**src/rtl/uart_tx_arbiter.sv**
```systemverilog
// uart_tx_arbiter: round-robin arbiter that loads one requester's byte and parity
// config into a shared top_TX, then tracks busy through the end of the frame.
module uart_tx_arbiter #(
    parameter int NUM_REQ       = 4,
    parameter int START_TIMEOUT = 4
) (
    input  logic                       clk,
    input  logic                       rst,
    input  logic [NUM_REQ-1:0]         req,
    input  logic [NUM_REQ*8-1:0]       req_data,
    input  logic [NUM_REQ-1:0]         req_par_en,
    input  logic [NUM_REQ-1:0]         req_par_typ,
    output logic [NUM_REQ-1:0]         ack,
    input  logic                       busy,
    output logic [7:0]                 P_DATA,
    output logic                       Data_Valid,
    output logic                       Par_EN,
    output logic                       Par_TYP,
    output logic [$clog2(NUM_REQ)-1:0] grant_id,
    output logic                       arb_busy,
    output logic                       err_timeout
);
    localparam int IW = $clog2(NUM_REQ);
    localparam int CW = $clog2(START_TIMEOUT + 1);

    typedef enum logic [1:0] {IDLE, LOAD, WAIT_START, WAIT_DONE} state_t;

    state_t        state, state_n;
    logic [IW-1:0] last_grant, pick, idx;
    logic          found, grant, tmo;
    logic [CW-1:0] cnt, cnt_n;

    // Scan downward so the nearest requester after last_grant is the final winner.
    always_comb begin
        pick  = '0;
        idx   = '0;
        found = 1'b0;
        for (int k = NUM_REQ; k > 0; k--) begin
            idx = IW'((int'(last_grant) + k) % NUM_REQ);
            if (req[idx]) begin
                pick  = idx;
                found = 1'b1;
            end
        end
    end

    assign grant    = (state == IDLE) && found;
    assign arb_busy = state != IDLE;

    always_comb begin
        state_n = state;
        cnt_n   = cnt;
        tmo     = 1'b0;
        case (state)
            IDLE:       state_n = found ? LOAD : IDLE;
            LOAD: begin
                state_n = WAIT_START;
                cnt_n   = '0;
            end
            WAIT_START: begin
                if (busy)
                    state_n = WAIT_DONE;
                else if (cnt == CW'(START_TIMEOUT - 1)) begin
                    state_n = IDLE;
                    tmo     = 1'b1;
                end else
                    cnt_n = cnt + 1'b1;
            end
            WAIT_DONE:  state_n = busy ? WAIT_DONE : IDLE;
            default:    state_n = IDLE;
        endcase
    end

    always_ff @(posedge clk) begin
        if (rst) begin
            state       <= IDLE;
            cnt         <= '0;
            last_grant  <= IW'(NUM_REQ - 1);
            grant_id    <= '0;
            P_DATA      <= '0;
            Par_EN      <= 1'b0;
            Par_TYP     <= 1'b0;
            Data_Valid  <= 1'b0;
            ack         <= '0;
            err_timeout <= 1'b0;
        end else begin
            state       <= state_n;
            cnt         <= cnt_n;
            err_timeout <= tmo;
            Data_Valid  <= grant;
            ack         <= grant ? NUM_REQ'(1) << pick : '0;
            if (grant) begin
                last_grant <= pick;
                grant_id   <= pick;
                P_DATA     <= req_data[{pick, 3'b000} +: 8];
                Par_EN     <= req_par_en[pick];
                Par_TYP    <= req_par_typ[pick];
            end
        end
    end
endmodule

```
**config.mk**
```make
export PLATFORM = sky130hd
export DESIGN_NAME = uart_tx_arbiter
export DESIGN_NICKNAME = d
export VERILOG_FILES = /design/src/rtl/uart_tx_arbiter.sv
export SDC_FILE = /design/constraint.sdc
export NUM_CORES = 1
export LEC_CHECK = 0
export CAP_MARGIN = 10
export CORE_AREA = 8 8 60 82
export DETAILED_ROUTE_END_ITERATION = 12
export DIE_AREA = 0 0 68 90
export DONT_BUFFER_PORTS = 1
export GPL_TIMING_DRIVEN = 0
export MAX_ROUTING_LAYER = met4
export SYNTH_ARGS = -nofsm -noshare
export SYNTH_HDL_FRONTEND = slang
export SYNTH_SLANG_ARGS = --single-unit
```
**constraint.sdc**
```tcl
create_clock -name clk -period 3.1 [get_ports clk]
set_clock_uncertainty 0.1 [all_clocks]
set_input_delay 0.31 -clock clk [delete_from_list [all_inputs] [get_ports clk]]
set_output_delay 0.31 -clock clk [all_outputs]
set_load 0.01 [all_outputs]
```
==> key figures <==
Run status
  – Status: completed

Timing
  – Tightest hold margin: 0.0979 ns
  – Final WS setup: 1.01 ns
  – Period utilization: 0.676
  – Fmax: 477 MHz
  – Final Setup Violations: 0
  – RSZ-0062 raised after global routing: false
  – Max_slew headroom: 0.566
  – TNS Setup: 0 ns
  – Period minus WS final: 2.09 ns
  – Worst Tran Pin Value: approximately 0.65 ns
  – Hold Violations, Final: 0
  – Slew Limit Fails: 0

Floorplanning
  – Die Width: 68 µm
  – Die Ht: 90 µm
  – Total Die Area: 0.00612 mm²
  – # rows: 27
  – Initial cell density of the core: 0.357
  – Core box area: between 0.003 and 0.004 mm²
  – IO Pins: 66

Logic synthesis
  – EDFF count, synth: 0
  – Synth warn: 0
  – Sequential fraction of the synthesis area: 0.370
  – Post-Syn Instances: 137
  – Yosys reg bits: 25
  – Top cells by area, synth: dfxtp_1 (37%), mux2i_1 (16%), mux2_2 (8.3%)
  – Top_reg_cell synth: dfxtp_1
  – Top cell type's share of synthesized area: 0.370
  – Syn Nets: 186
  – Most frequent cell after synthesis: dfxtp_1
  – Top cells by count, synth: dfxtp_1 (25), mux2i_1 (21), mux2_2 (10), nand3b_1 (10), nor2_1 (8)
  – Syn Area/Cell: 9.87 µm²
  – Mapped Area: 0.00135 mm²
  – FFs w/ async S/R, synth: 0
  – Cell taking the most area after synthesis: dfxtp_1
  – Count of cell types in the netlist: 32

Critical path
  – Crit Path Class: reg2reg
  – Setup crit start kind: register
  – Worst Setup End Kind: register
  – R2r setup slk: 1.01 ns
  – R2R Path Start: state[0]$_SDFFE_PP0P_
  – Worst-path maximum fanout: 10
  – Crit path required time: 3.14 ns
  – RR Endpoint: P_DATA[4]$_SDFFE_PP0P_
  – Reg2Reg Depth: 6
  – Worst Path Arrival: 2.13 ns

Clocking
  – CTS clock-pin slew for the worst setup and hold paths: approximately 0.09 ns
  – Hold buffer count at cts: 0
  – Resize count post-CTS: 0
  – Postcts setup bufs: 0
  – CTS tree: done
  – Clock Latency Late Sink: about 0.27 ns
  – Root Buffer: clkbuf_8
  – H-tree depth: 1
  – Number of buffers created by CTS: 3
  – Clk sink count: 25
  – Clk buf depth: 2

Drt
  – Drt total wl: 3.40 mm
  – DRC violations left: 0
  – Via density: roughly 5.5
  – Number of routed nets with antenna violations: 0
  – WL/cell: 18.5 µm
  – Vias: 1,009
  – Pre-antenna DRT Iters: 4
  – DR iter-0 viols: 57

Min path
  – Hold path endpoint: state[0]$_SDFFE_PP0P_
  – Min-Delay Path Class: in2reg
  – Hold path cells: 2
  – HP Start: busy

Layout
  – Share of layout cells above drive strength 1: 0.191
  – Layout Nets: approximately 190
  – Diode count: 0
  – Fin util: 0.385
  – Synth-to-Final Area Change: 7.59%

GRT
  – Met2 Track Usage GR: 0.190
  – Grt total ovfl: 0
  – Largest net degree at the start of global routing: 16
  – M3 GR Usage: 0.0385
  – First-pass GRT wire length: 5.55 mm
  – GRT Util Overall: 0.116
  – Global Route met1 Usage: 0.132
  – Initial antenna violation count: 0
  – Number of global-route vias before repair: 1,152
  – GRT Max-Usage Layer: met2

Place
  – Detailed Place HPWL: 2.76 mm
  – Placer congestion estimate: 0.767
  – DP Worst Slack: 0.971 ns
  – IO buf count: 0

Pwr
  – Leak pwr: 0.000560 µW
  – Worst vdd ir: 406 µV
  – Power density over the cells: 628 mW/mm²

Flow run
  – Max-Cap Viols: 0
-- layout make-up --
cell class / instances / area [µm²]
inverter: 4 / 15.0
clock buffer: 3 / 41.3
buffer: 8 / 48.8
sequential: 25 / 500
clock inverter: 1 / 7.51
multi-input combinational: 100 / 788
tap: 43 / 53.8
fill: 397 / 2330
-- routing by layer --
layer / part of all wire / up-vias
met5: 0 / -
met4: 0.0068 / 0
met3: 0.085 / 4
met2: 0.51 / 47
met1: 0.40 / 464
li1: - / 494
-- state kept, by name, summed over array words and instances (netlist names), 2 cells and up --
| register | count |
|---|---|
| cnt | 3 |
| state | 2 |
| P_DATA | 8 |
| grant_id | 2 |
| last_grant | 2 |
| ack | 4 |
-- critical path: stages, from the launching register on --
cell and delay [ns]:
dfxtp_1 0.40, or2_1 0.20, a21o_1 0.11, clkbuf_1 0.30, or2_2 0.22, clkbuf_1 0.51
o21ai_1 0.12
-- through the flow --
stage | area (µm²) | power [µW] | std cells
2_1_floorplan | 1350 | 667 | 137
3_3_place_gp | 1410 | 721 | 180
3_5_place_dp | 1410 | 731 | 180
4_1_cts | 1460 | 928 | 184
5_1_grt | 1460 | 975 | 184
6_report | 1460 | 914 | 184
-- cells in the final DEF, fill, tap and decap left out, drive strengths merged, types with 3 or more instances in the layout --
master,n
nand3b,10
mux2,10
mux2i,21
or2,3
nand2b,6
a21oi,5
nor2,8
o21ai,13
inv,4
clkbuf,9
nor3,5
dfxtp,25
-- where the power goes --
group	internal, µW	total, µW	switching [µW]
registers	373	434	60.9
clock network	91.1	200	109
logic	137	280	143
total	601	914	313
-- worst max path at each step --
stage	slack, ns	end	start
floorplan	1.26	P_DATA[0]$_SDFFE_PP0P_	req[1]
global placement	1.00	P_DATA[7]$_SDFFE_PP0P_	state[0]$_SDFFE_PP0P_
detailed placement	0.97	P_DATA[4]$_SDFFE_PP0P_	state[0]$_SDFFE_PP0P_
CTS	0.96	P_DATA[4]$_SDFFE_PP0P_	state[0]$_SDFFE_PP0P_
global route	0.74	P_DATA[4]$_SDFFE_PP0P_	state[0]$_SDFFE_PP0P_
finish	1.01	P_DATA[4]$_SDFFE_PP0P_	state[0]$_SDFFE_PP0P_
-- cell families after synthesis --
group / count (synthesis) / synth area share
AND/OR/NAND/NOR: 43 / 0.192
multiplexers: 31 / 0.239
flip-flops: 25 / 0.370
AO/OA/AOI/OAI: 24 / 0.133
buffers and inverters: 12 / 0.0472
adder cells (fa/ha/maj): 2 / 0.0185
Note: power is estimated with default switching activity, not from simulation.
